==> src/rtl/cache_arb_pkg.sv <==
// Shared types and default widths for the two-port cache arbiter.
package cache_arb_pkg;

    localparam int DEF_ADDR_W = 27;
    localparam int DEF_DATA_W = 32;

    typedef enum logic [1:0] {
        ST_IDLE,
        ST_ISSUE,
        ST_WAIT,
        ST_RECOVER
    } arb_state_t;

endpackage

==> src/rtl/cache_port_arbiter_rr_pick2.sv <==
// Two-input round-robin pick: a lone request wins outright, a tie goes to
// the port that did not win last time.
module rr_pick2 (
    input  logic [1:0] req,
    input  logic       last,
    output logic       gnt_valid,
    output logic       gnt_id
);

    always_comb begin
        gnt_valid = |req;
        gnt_id    = 1'b0;
        if (req == 2'b11) begin
            gnt_id = ~last;
        end else if (req[1]) begin
            gnt_id = 1'b1;
        end
    end

endmodule

==> src/rtl/cache_port_arbiter.sv <==
// Serialises instruction-fetch (port 0) and load/store (port 1) accesses onto
// the single enable/available cache port, with round-robin fairness and a watchdog.
module cache_port_arbiter
    import cache_arb_pkg::*;
#(
    parameter int ADDR_W  = DEF_ADDR_W,
    parameter int DATA_W  = DEF_DATA_W,
    parameter int TIMEOUT = 4096
) (
    input  logic              clk,
    input  logic              rst_n,
    input  logic              p0_req,
    input  logic [ADDR_W-1:0] p0_addr,
    input  logic              p0_we,
    input  logic [DATA_W-1:0] p0_wdata,
    output logic [DATA_W-1:0] p0_rdata,
    output logic              p0_done,
    input  logic              p1_req,
    input  logic [ADDR_W-1:0] p1_addr,
    input  logic              p1_we,
    input  logic [DATA_W-1:0] p1_wdata,
    output logic [DATA_W-1:0] p1_rdata,
    output logic              p1_done,
    output logic              cache_enable,
    output logic [ADDR_W-1:0] cache_addr,
    output logic              cache_write,
    output logic [DATA_W-1:0] cache_wdata,
    input  logic [DATA_W-1:0] cache_rdata,
    input  logic              cache_available,
    output logic              busy,
    output logic              grant_id,
    output logic              timeout_err
);

    localparam int              WD_W    = $clog2(TIMEOUT + 1);
    localparam logic [WD_W-1:0] WD_MAX  = WD_W'(TIMEOUT);
    localparam logic [WD_W-1:0] WD_LAST = WD_W'(TIMEOUT - 1);

    arb_state_t      state;
    arb_state_t      next_state;
    logic            last;
    logic [WD_W-1:0] wd_cnt;
    logic            gnt_valid;
    logic            gnt_id;
    logic            done_any;

    assign done_any = p0_done | p1_done;
    assign busy     = (state != ST_IDLE);

    rr_pick2 u_pick (
        .req       ({p1_req, p0_req}),
        .last      (last),
        .gnt_valid (gnt_valid),
        .gnt_id    (gnt_id)
    );

    always_ff @(posedge clk or negedge rst_n) begin
        if (!rst_n) begin
            state <= ST_IDLE;
        end else begin
            state <= next_state;
        end
    end

    // WAIT is left in the cycle the done pulse is visible, so RECOVER follows it.
    always_comb begin
        next_state = state;
        case (state)
            ST_IDLE:    if (gnt_valid) next_state = ST_ISSUE;
            ST_ISSUE:   next_state = ST_WAIT;
            ST_WAIT:    if (done_any) next_state = ST_RECOVER;
            ST_RECOVER: next_state = ST_IDLE;
            default:    next_state = ST_IDLE;
        endcase
    end

    always_ff @(posedge clk or negedge rst_n) begin
        if (!rst_n) begin
            cache_enable <= 1'b0;
            cache_addr   <= '0;
            cache_write  <= 1'b0;
            cache_wdata  <= '0;
            grant_id     <= 1'b0;
            last         <= 1'b1;
            p0_done      <= 1'b0;
            p1_done      <= 1'b0;
            p0_rdata     <= '0;
            p1_rdata     <= '0;
        end else begin
            cache_enable <= 1'b0;
            p0_done      <= 1'b0;
            p1_done      <= 1'b0;
            if (state == ST_IDLE && gnt_valid) begin
                cache_enable <= 1'b1;
                cache_addr   <= gnt_id ? p1_addr  : p0_addr;
                cache_write  <= gnt_id ? p1_we    : p0_we;
                cache_wdata  <= gnt_id ? p1_wdata : p0_wdata;
                grant_id     <= gnt_id;
                last         <= gnt_id;
            end
            if (state == ST_WAIT && cache_available && !done_any) begin
                if (grant_id) begin
                    p1_done <= 1'b1;
                    if (!cache_write) p1_rdata <= cache_rdata;
                end else begin
                    p0_done <= 1'b1;
                    if (!cache_write) p0_rdata <= cache_rdata;
                end
            end
        end
    end

    // The watchdog only flags a stall; the in-flight access is never abandoned.
    always_ff @(posedge clk or negedge rst_n) begin
        if (!rst_n) begin
            wd_cnt      <= '0;
            timeout_err <= 1'b0;
        end else if (state == ST_ISSUE) begin
            wd_cnt <= '0;
        end else if (state == ST_WAIT && wd_cnt != WD_MAX) begin
            wd_cnt <= wd_cnt + 1'b1;
            if (wd_cnt == WD_LAST) timeout_err <= 1'b1;
        end
    end

endmodule

==> config.mk <==
export PLATFORM = sky130hd
export DESIGN_NAME = cache_port_arbiter
export DESIGN_NICKNAME = d
export VERILOG_FILES = /design/src/rtl/cache_arb_pkg.sv /design/src/rtl/cache_port_arbiter_rr_pick2.sv /design/src/rtl/cache_port_arbiter.sv
export SDC_FILE = /design/constraint.sdc
export NUM_CORES = 1
export LEC_CHECK = 0
export ABC_AREA = 1
export CORE_MARGIN = 2
export CORE_UTILIZATION = 30
export CTS_CLUSTER_SIZE = 8
export DETAILED_ROUTE_END_ITERATION = 7
export GPL_TIMING_DRIVEN = 0
export HOLD_SLACK_MARGIN = 0.06
export PLACE_DENSITY = 0.66
export RECOVER_POWER = 50
export SYNTH_ARGS = -nofsm -noshare
export SYNTH_HDL_FRONTEND = slang
export SYNTH_SLANG_ARGS = --single-unit
==> constraint.sdc <==
create_clock -name clk -period 1.4 [get_ports clk]
set_clock_uncertainty 0.05 [all_clocks]
set_input_delay 0.21 -clock clk [delete_from_list [all_inputs] [get_ports clk]]
set_output_delay 0.21 -clock clk [all_outputs]
set_load 0.005 [all_outputs]
==> results of run 1 <==
[path summary, 6_finish.rpt]
path                        startpoint         endpoint  slack (ns)  cells after the start
setup / recovery              state[0]  cache_wdata[31]       -0.23                     10
hold / removal             p1_addr[26]   cache_addr[26]        0.28                      3
setup reg to reg              state[0]  cache_wdata[31]       -0.23                     10
hold reg to reg            timeout_err      timeout_err        0.42                      2
max in group asynchronous        rst_n   cache_wdata[1]        0.15                      3
min in group asynchronous        rst_n     p1_rdata[24]        0.34                      2
[worst max-delay path, cell delays in order (launching register included)]
cell     delay (ns)
dfrtp_1        0.39
inv_2          0.10
ha_4           0.16
inv_4          0.04
a21oi_4        0.13
buf_12         0.14
buf_12         0.14
buf_12         0.14
buf_6          0.11
nor2_2         0.03
a31oi_1        0.12
[where the power goes]
group	leakage [nW]	switching, mW	internal (mW)
registers	1.76	1.06	6.08
logic	3.30	5.18	5.98
clock network	0.280	1.99	2.55
[what timing repair did]
item	4_1_cts	5_1_grt
endpoints found under the setup margin	271	198
cloned	9	2
gates resized for setup	228	93
buffers inserted	38	11
hold endpoints to repair	75	0
hold buffers	1	0
pin swaps	25	21
[final cells by class]
class / count / area (um^2)
well taps: 280 / 350.3
fillers: 2087 / 10130
inverters: 56 / 222.7
plain buffers: 39 / 416.7
multi-input cells: 501 / 2845
clock buffers: 18 / 439.2
clock inverters: 14 / 143.9
repair buffers: 344 / 3433
flip-flops and latches: 145 / 3635
[Yosys cell counts]
cell type / number
nand4_1: 8
buf_2: 20
clkinv_1: 2
a31oi_1: 59
nand2_2: 4
ha_1: 6
o22ai_1: 1
nor2_1: 83
xnor2_1: 1
inv_1: 53
inv_2: 1
nand2_4: 1
o31ai_1: 1
nor3_1: 1
dfstp_2: 1
nand3_1: 22
o21ai_1: 32
o21ai_2: 32
dfrtp_1: 144
xor2_1: 3
buf_4: 2
buf_6: 15
a21oi_2: 1
nand3_4: 1
clkbuf_1: 5
nand2_1: 236
o21ai_0: 6
nor2_2: 3
[kinds of logic after synthesis]
kind of cell	after synthesis	share of synthesized area, %
DFF	145	55.42
adders and majority gates	6	1.146
buffers and inverters	98	7.832
AOI/OAI and AO/OA	132	13.16
xor gates and xnor gates	4	0.5350
and+or+nand+nor	359	21.91
[placed cells by master, fill, tap and decap left out, drive strengths merged, types with 3 or more instances in the layout]
| cell | count |
|---|---|
| clkinvlp | 3 |
| clkbuf | 25 |
| nand4 | 8 |
| nor2 | 86 |
| dfrtp | 144 |
| a31oi | 59 |
| ha | 6 |
| clkdlybuf4s15 | 16 |
| clkinv | 4 |
| nand3 | 23 |
| xor2 | 3 |
| dlygate4sd2 | 112 |
| clkdlybuf4s50 | 155 |
| nand2 | 241 |
| buf | 92 |
| o21ai | 70 |
| inv | 62 |
[sequential cells by signal, summed over array words and instances, names as in the netlist, 2 cells and up]
| signal | count |
|---|---|
| state | 2 |
| wd_cnt | 13 |
| p1_rdata | 32 |
| cache_wdata | 32 |
| p0_rdata | 32 |
| cache_addr | 27 |
[per-stage QoR]
stage / power (mW) / TNS (ns) / utilization [%]
after CTS: 22.12 / -21.29 / 51.44
after floorplan: 11.00 / -4.468 / -
after global placement: 16.35 / -931.67 / 45.35
final: 22.83 / -20.91 / 53.13
after global routing: 24.36 / -35.09 / 53.13
after detailed placement: 16.49 / -52.01 / 45.49
[per-layer routing]
layer	global-route usage [%]	up-vias	routed length, um
li1	-	3147	-
met1	23.11	3061	9251
met2	32.84	249	11210
met3	7.964	31	1963
met4	6.111	0	528
met5	0	-	0
==> impl_metrics.toml, run 1 <==
[routing]
vias = 6488
ant_nets = 0
wl_um = 22950
wl_per_cell_um = 16.43
via_per_inst = 4.644
drt_iter0_markers = 238
remaining_drc_errors = 0
dr.pass1.iters = 4

[timing]
finalCritPeriodShare_pct = 116.6
fin_crit_ns = 1.633
fin_hold_ws_ns = 0.2805
rsz0062_at_grt = "yes"
setup_ws_ns = -0.2327
maxClockFrequency_mhz = 612.5
finalMaxSlewViolations = 0
worst_slew_pin_slew_ns = 0.7652
finalSetupViolCount = 140
hold_viol = 0
relSlewSlack_pct = 48.99

[synthesis]
syn-instance-count = 744
yosys.area.top_type = "dfrtp_1"
synth.area.top_cells = "dfrtp_1, nand2_1, a31oi_1"
synth_top_area_share_pct = 55.01
synth_area_um2 = 6550
yosysWarnings = 0
synth_seq_area_share_pct = 55.42
synth_cell_types = 28
ys_ff_latch = 145
syn_nets = 907
avgSynthCellArea_um2 = 8.804

[power]
power_density_nw_per_um2 = 1988
p_leak_nw = 5.332
max-vdd-ir-drop_uv = 859.7

[critical_path]
crit_type = "reg -> reg"
cp.required_ns = 1.70
cp_max_fo = 6
arrival_ns = 1.93
endpoint_kind = "flop"
start_kind = "flop"

[clock_network]
cts_tree = "yes"
clock_sinks = 145
cts_buffers = 17
cts_root_buffer = "clkbuf_16"
clk_latency_ns = 0.42
htreeDepth = 4
clk_pin_slew_ns = 0.07
cts_buffer_depth = 2

[cells_and_area]
final_area_um2 = 11490
finalNonFillerCells = 1397
nets = 1267
area_growth_syn_to_layout_pct = 75.36
drive_gt1_share_pct = 21.31
diodes = 0

[grt]
grt_max_degree = 78
grt_pass1_vias = 6449
track_usage_pct = 19.64
overflow = 0
grt_pass1_wl_um = 34390
antenna_found_initial = 0

[die]
io_pins = 287
die-area_um2 = 23030
core_region_area_um2 = 21620
num_rows = 54
fp.dieW_um = 151.8
initial_core_util_pct = 30.30
die_h_um = 151.8

[min_path]
hold_path.class = "in -> reg"

[place]
dp_hpwl_um = 15750
dpl.cell_count = 1311
io_buffers = 286
gp_congestion = 0.8191
dpl_worst_slack_ns = -0.7303
dpl_cell_area_um2 = 9834

[job]
maxCapViolations = 0

[status]
violations = "negative setup slack"
outcome = "finished with violations"
Note: power is estimated with default switching activity, not from simulation.
==> inputs of run 2 (changes only) <==
==> constraint.sdc (replaced) <==
create_clock -name clk -period 1.4 [get_ports clk]
set_clock_uncertainty 0.05 [all_clocks]
set_input_delay 0.21 -clock clk [delete_from_list [all_inputs] [get_ports clk]]
set_output_delay 0.21 -clock clk [all_outputs]
set_load 0.02 [all_outputs]
==> run 2 against run 1 <==
- the flow still finishes with violations (negative setup slack)
- cell area increased by 3.9%
- routed wire length is 3.6% higher
- cell count did not move
- clock-buffer cell count increased by 1
- sequential share of layout area decreased by 1.2 points
==> impl_metrics.toml, run 2 (same netlist as run 1, synthesis figures left out) <==
[die]
initial_core_util_pct = 30.30
core_region_area_um2 = 21620
num_rows = 54
die-area_um2 = 23030
fp.dieW_um = 151.8
die_h_um = 151.8
io_pins = 287

[timing]
finalMaxSlewViolations = 0
setup_ws_ns = -0.2226
fin_tns_setup_ns = -20.93
hold_viol = 0
fin_crit_ns = 1.623
worst_slew_pin_slew_ns = 0.9959
relSlewSlack_pct = 33.61
maxClockFrequency_mhz = 616.3
rsz0062_at_grt = "yes"
finalCritPeriodShare_pct = 115.9
finalSetupViolCount = 185

[place]
io_buffers = 286
dpl_cell_area_um2 = 9838
dpl.cell_count = 1311
gp_congestion = 0.8287
dp_hpwl_um = 15770

[routing]
wl_um = 23780
dr.pass1.iters = 4
remaining_drc_errors = 0
ant_nets = 0
wl_per_cell_um = 17.02
drt_iter0_markers = 245
vias = 6553
via_per_inst = 4.691

[cells_and_area]
finalNonFillerCells = 1397
largest_registers = "cache_wdata: 32 flops, p0_rdata: 32 flops, p1_rdata: 32 flops"
final_cell_mix = "nand2_1, clkdlybuf4s50_1, dfrtp_1, clkbuf_2, a31oi_1"
final_common_cell = "nand2_1"
drive_gt1_share_pct = 37.28
final_area_um2 = 11940
area_growth_syn_to_layout_pct = 82.22
utilization_pct = 55.20
nets = 1266

[power]
power_mw = 26.62
max-vdd-ir-drop_uv = 951.9
power_density_nw_per_um2 = 2230
p_leak_nw = 5.335

[clock_network]
htreeDepth = 4
cts_root_buffer = "clkbuf_16"
cts_buffers = 17
clk_latency_ns = 0.41
clk_pin_slew_ns = 0.07
cts_buffer_depth = 2
clock_sinks = 145
cts_tree = "yes"

[grt]
globalRouteMet3Util_pct = 5.898
grt.busiest_layer = "met2"
grt_pass1_vias = 6655
grt_util_met1_pct = 23.91
antenna_found_initial = 1
grt_pass1_wl_um = 35560
overflow = 0
use_met2_pct = 34.73
grt_max_degree = 75
track_usage_pct = 20.13

[critical_path]
rr_startpoint = "state[0]"
start_kind = "flop"
cp_max_fo = 8
cp-endpoint = "p1_rdata[11]"
r2r_cells = 9
crit_type = "reg -> reg"
r2r_slack_ns = -0.22
arrival_ns = 1.87
cp.required_ns = 1.65
setup.worst_path.start = "state[0]"
r2r_end = "p1_rdata[11]"
endpoint_kind = "flop"

[job]
maxCapViolations = 0

[status]
outcome = "finished with violations"
violations = "negative setup slack"

[min_path]
min-delay-start = "p0_wdata[16]"
hold_path.class = "in -> reg"
run 2: per-stage QoR:
stage	setup WS [ns]	hold slack [ns]
after floorplan	-0.06955	-0.1356
after global placement	-6.080	0.4018
after detailed placement	-0.7622	0.2311
after CTS	-0.2265	0.2773
after global routing	-0.2866	0.2970
final	-0.2226	0.2942
run 2: cell type report:
class / instances / area [um^2]
Sequential cell: 145 / 3636
Timing Repair Buffer: 342 / 3363
Clock inverter: 13 / 200.2
Inverter: 56 / 225.2
Multi-Input combinational cell: 502 / 3237
Buffer: 39 / 478.0
Fill cell: 1943 / 9686
Tap cell: 280 / 350.3
Antenna cell: 1 / 2.502
Clock buffer: 19 / 442.9
run 2: what timing repair did:
item | in CTS | in global routing
gates cloned | 17 | 2
pin swaps | 53 | 25
resized for setup | 408 | 262
setup endpoints to repair | 272 | 252
buffers inserted | 37 | 7
endpoints found under the hold margin | 70 | 0
hold buffers | 1 | 0
run 2: per-layer routing:
metal	wire, um	vias up
li1	-	3141
met1	9500	3135
met2	12010	239
met3	1722	38
met4	543	0
met5	0	-
run 2: worst max-delay path, cell delays in order (launching register included):
cell and delay (ns):
dfrtp_1 0.39, inv_2 0.12, ha_4 0.17, nand3_4 0.10, nor2_4 0.14, buf_6 0.12, nand2_8 0.10, clkbuf_16 0.20
nand2_2 0.04, o21ai_1 0.06
run 2: how the worst min path moves through the flow:
stage,end,slack [ns],cells past startpoint
after detailed placement,p1_rdata[30],0.23,1
after CTS,cache_addr[10],0.28,3
after global routing,cache_addr[1],0.30,3
after global placement,timeout_err,0.40,2
final,cache_wdata[16],0.29,3
after floorplan,cache_addr[0],-0.14,0
run 2: where the power goes:
group / switching [mW] / internal [mW] / leakage [nW] / total (mW)
combinational: 7.54 / 6.50 / 3.27 / 14.0
clock: 1.97 / 3.08 / 0.311 / 5.04
sequential: 1.45 / 6.09 / 1.75 / 7.53
==> inputs of run 3 (changes only) <==
--- a/config.mk
+++ b/config.mk
@@ -5,7 +5,7 @@
 export SDC_FILE = /design/constraint.sdc
 export NUM_CORES = 1
 export LEC_CHECK = 0
-export ABC_AREA = 1
+export ABC_AREA = 0
 export CORE_MARGIN = 2
 export CORE_UTILIZATION = 30
 export CTS_CLUSTER_SIZE = 8
==> run 3 against run 2 <==
- the flow still finishes with violations (negative setup slack)
- largest power group unchanged
- largest cell class is now registers
- register-to-register slack got worse by 0.28 ns
- flip-flop and latch count did not move
- fmax is 15% lower
==> impl_metrics.toml, run 3 <==
[min_path]
hold_path_depth = 3
hold_path.class = "in -> reg"
min-delay-start = "p0_wdata[25]"
min_to = "cache_wdata[25]"

[synthesis]
yosys.area.top_type = "dfrtp_1"
synthXorXnorAreaFrac_pct = 1.389
synth_area_um2 = 6307
synth_top_family_by_area = "multiplexers"
avgSynthCellArea_um2 = 12.61
synth_compound_area_share_pct = 6.050
ys.flop_type = "dfrtp_1"
yosysWarnings = 0
synth_simple_gate_area_share_pct = 7.419
synth_seq_area_share_pct = 57.55
synth_edf_count = 0
synth_adder_area_share_pct = 1.190
synthTopCellsByCount = "dfrtp_1, nand2_1, mux2i_1, o21ai_0, mux2_2"
syn_nets = 663
syn-instance-count = 500
yosysMostFrequentCell = "dfrtp_1"
async_flop_share_pct = 100.0
synth_cell_types = 38
synth.area.top_cells = "dfrtp_1, mux2i_1, mux2_4"
ys_ff_latch = 145
muxShareOfSynthArea_pct = 23.07
synth_top_area_share_pct = 57.13

[power]
power.switching_mw = 9.652
power_density_nw_per_um2 = 2184
p_int_mw = 14.81
p_leak_nw = 5.212
p_seq_share_pct = 30.1
pwr-share-clk_pct = 18.3
max-vdd-ir-drop_uv = 968.9
power.share.combinational_pct = 51.6
swShare_pct = 39.45

[cells_and_area]
final_common_cell = "clkdlybuf4s50_1"
seq_area_um2 = 3635
final_cell_mix = "clkdlybuf4s50_1, dfrtp_1, clkbuf_2, mux2i_1, mux2_4"
final_area_um2 = 11200
nets = 1017
area_growth_syn_to_layout_pct = 77.64
diodes = 0
multiInputGateArea_um2 = 3003
finalNonFillerCells = 1142
drive_gt1_share_pct = 43.94
fillerInstances = 1869
largest_registers = "cache_wdata: 32 flops, p0_rdata: 32 flops, p1_rdata: 32 flops"

[critical_path]
crit_type = "reg -> reg"
endpoint_kind = "flop"
cp_max_fo = 7
r2r_cells = 8
r2r_slack_ns = -0.50
cp.required_ns = 1.66
r2r_end = "p1_rdata[13]"
start_kind = "flop"
rr_startpoint = "state[0]"
arrival_ns = 2.16

[grt]
overflow = 0
grt_pass1_wl_um = 29920
grt_pass1_vias = 5342
grt_max_degree = 86
antenna_found_initial = 0
track_usage_pct = 17.52

[clock_network]
cts_buffer_depth = 2
htreeDepth = 4
clk_latency_ns = 0.42
cts_tree = "yes"
cts_buffers = 17
clk_pin_slew_ns = 0.07
cts_root_buffer = "clkbuf_16"
clock_sinks = 145

[timing]
fin_crit_ns = 1.901
rsz0062_at_grt = "yes"
setup_ws_ns = -0.5014
fin_hold_ws_ns = 0.3682
finalMaxSlewViolations = 0
relSlewSlack_pct = 40.31
hold_viol = 0
finalCritPeriodShare_pct = 135.8
finalSetupViolCount = 202
maxClockFrequency_mhz = 525.9
worst_slew_pin_slew_ns = 0.8954

[routing]
vias = 5189
dr.pass1.iters = 4
ant_nets = 0
drt_iter0_markers = 203
wl_um = 19500
via_per_inst = 4.544
remaining_drc_errors = 0
wl_per_cell_um = 17.07

[place]
dp_hpwl_um = 13320
dpl.cell_count = 1062
gp_congestion = 0.7764
io_buffers = 286
dpl_cell_area_um2 = 9600
dpl_worst_slack_ns = -0.8205

[die]
fp.dieW_um = 149.0
num_rows = 53
initial_core_util_pct = 30.29
io_pins = 287
die_h_um = 149.0
core_region_area_um2 = 20820
die-area_um2 = 22200

[status]
violations = "negative setup slack"
outcome = "finished with violations"

[job]
maxCapViolations = 0
==> run 3: what timing repair did <==
action / CTS / global route
setup buffers: 20 / 13
hold endpoints to repair: 59 / 0
hold buffers: 1 / 0
gates cloned: 11 / 3
pin swaps: 4 / 38
endpoints found under the setup margin: 272 / 239
gates resized for setup: 405 / 248
==> run 3: how the worst max path moves through the flow <==
stage / from / endpoint / slack [ns] / cells past startpoint
after detailed placement: p1_req / cache_wdata[0] / -0.82 / 4
after global routing: state[0] / p0_rdata[10] / -0.59 / 8
after global placement: rst_n / cache_wdata[6] / -6.02 / 1
after floorplan: state[0] / p0_rdata[10] / -0.39 / 7
after CTS: state[0] / p0_rdata[11] / -0.52 / 8
final: state[0] / p1_rdata[13] / -0.50 / 8
==> run 3: area by class of cell <==
| type | count | area share (%) |
|---|---|---|
| timing repair buffer | 335 | 27.94 |
| inverter | 9 | 0.3462 |
| buffer | 29 | 4.176 |
| tap | 275 | 3.071 |
| clock buffer | 17 | 3.797 |
| clock inverter | 15 | 1.429 |
| multi-input combinational | 317 | 26.80 |
| sequential | 145 | 32.44 |
==> run 3: layer usage <==
layer | up-vias | part of all wire [%] | track usage [%]
met5 | - | 0 | 0
met4 | 0 | 2.1 | 4.714
met3 | 25 | 8.2 | 5.994
met2 | 222 | 49 | 28.48
met1 | 2478 | 40 | 22.37
li1 | 2464 | - | -
==> run 3: through the flow <==
step / utilization, % / TNS, ns / total power, mW
after floorplan: - / -27.04 / 12.66
after global placement: 45.97 / -957.64 / 17.86
after detailed placement: 46.11 / -89.06 / 18.02
after CTS: 52.55 / -52.27 / 23.46
after global routing: 53.81 / -89.34 / 25.92
final: 53.81 / -59.37 / 24.47
==> run 3: cell families (layout without fill, tap and decap cells) <==
| logic type | count (synthesis) | after routing |
|---|---|---|
| buffers and inverters | 38 | 405 |
| AND/OR/NAND/NOR | 103 | 103 |
| adder cells (fa/ha/maj) | 6 | 6 |
| XOR/XNOR | 10 | 10 |
| multiplexers | 126 | 126 |
| flip-flops | 145 | 145 |
| AO/OA/AOI/OAI | 72 | 72 |
==> run 3: critical path, stage by stage (launching register included) <==
cell and delay [ns]:
dfrtp_1 0.39, inv_2 0.08, ha_4 0.14, nor3b_4 0.24
and3_4 0.24, nand2b_4 0.06, buf_12 0.15, clkbuf_16 0.16
mux2_4 0.29
==> run 3: power by group through the flow <==
stage | Clock [mW] | Sequential (mW) | Combinational [mW]
6_report | 4.48 | 7.37 | 12.6
5_1_grt | 4.78 | 7.62 | 13.5
4_1_cts | 4.58 | 7.19 | 11.7
3_5_place_dp | 0 | 7.23 | 10.8
3_3_place_gp | 0 | 7.18 | 10.7
2_1_floorplan | 0 | 9.32 | 3.34
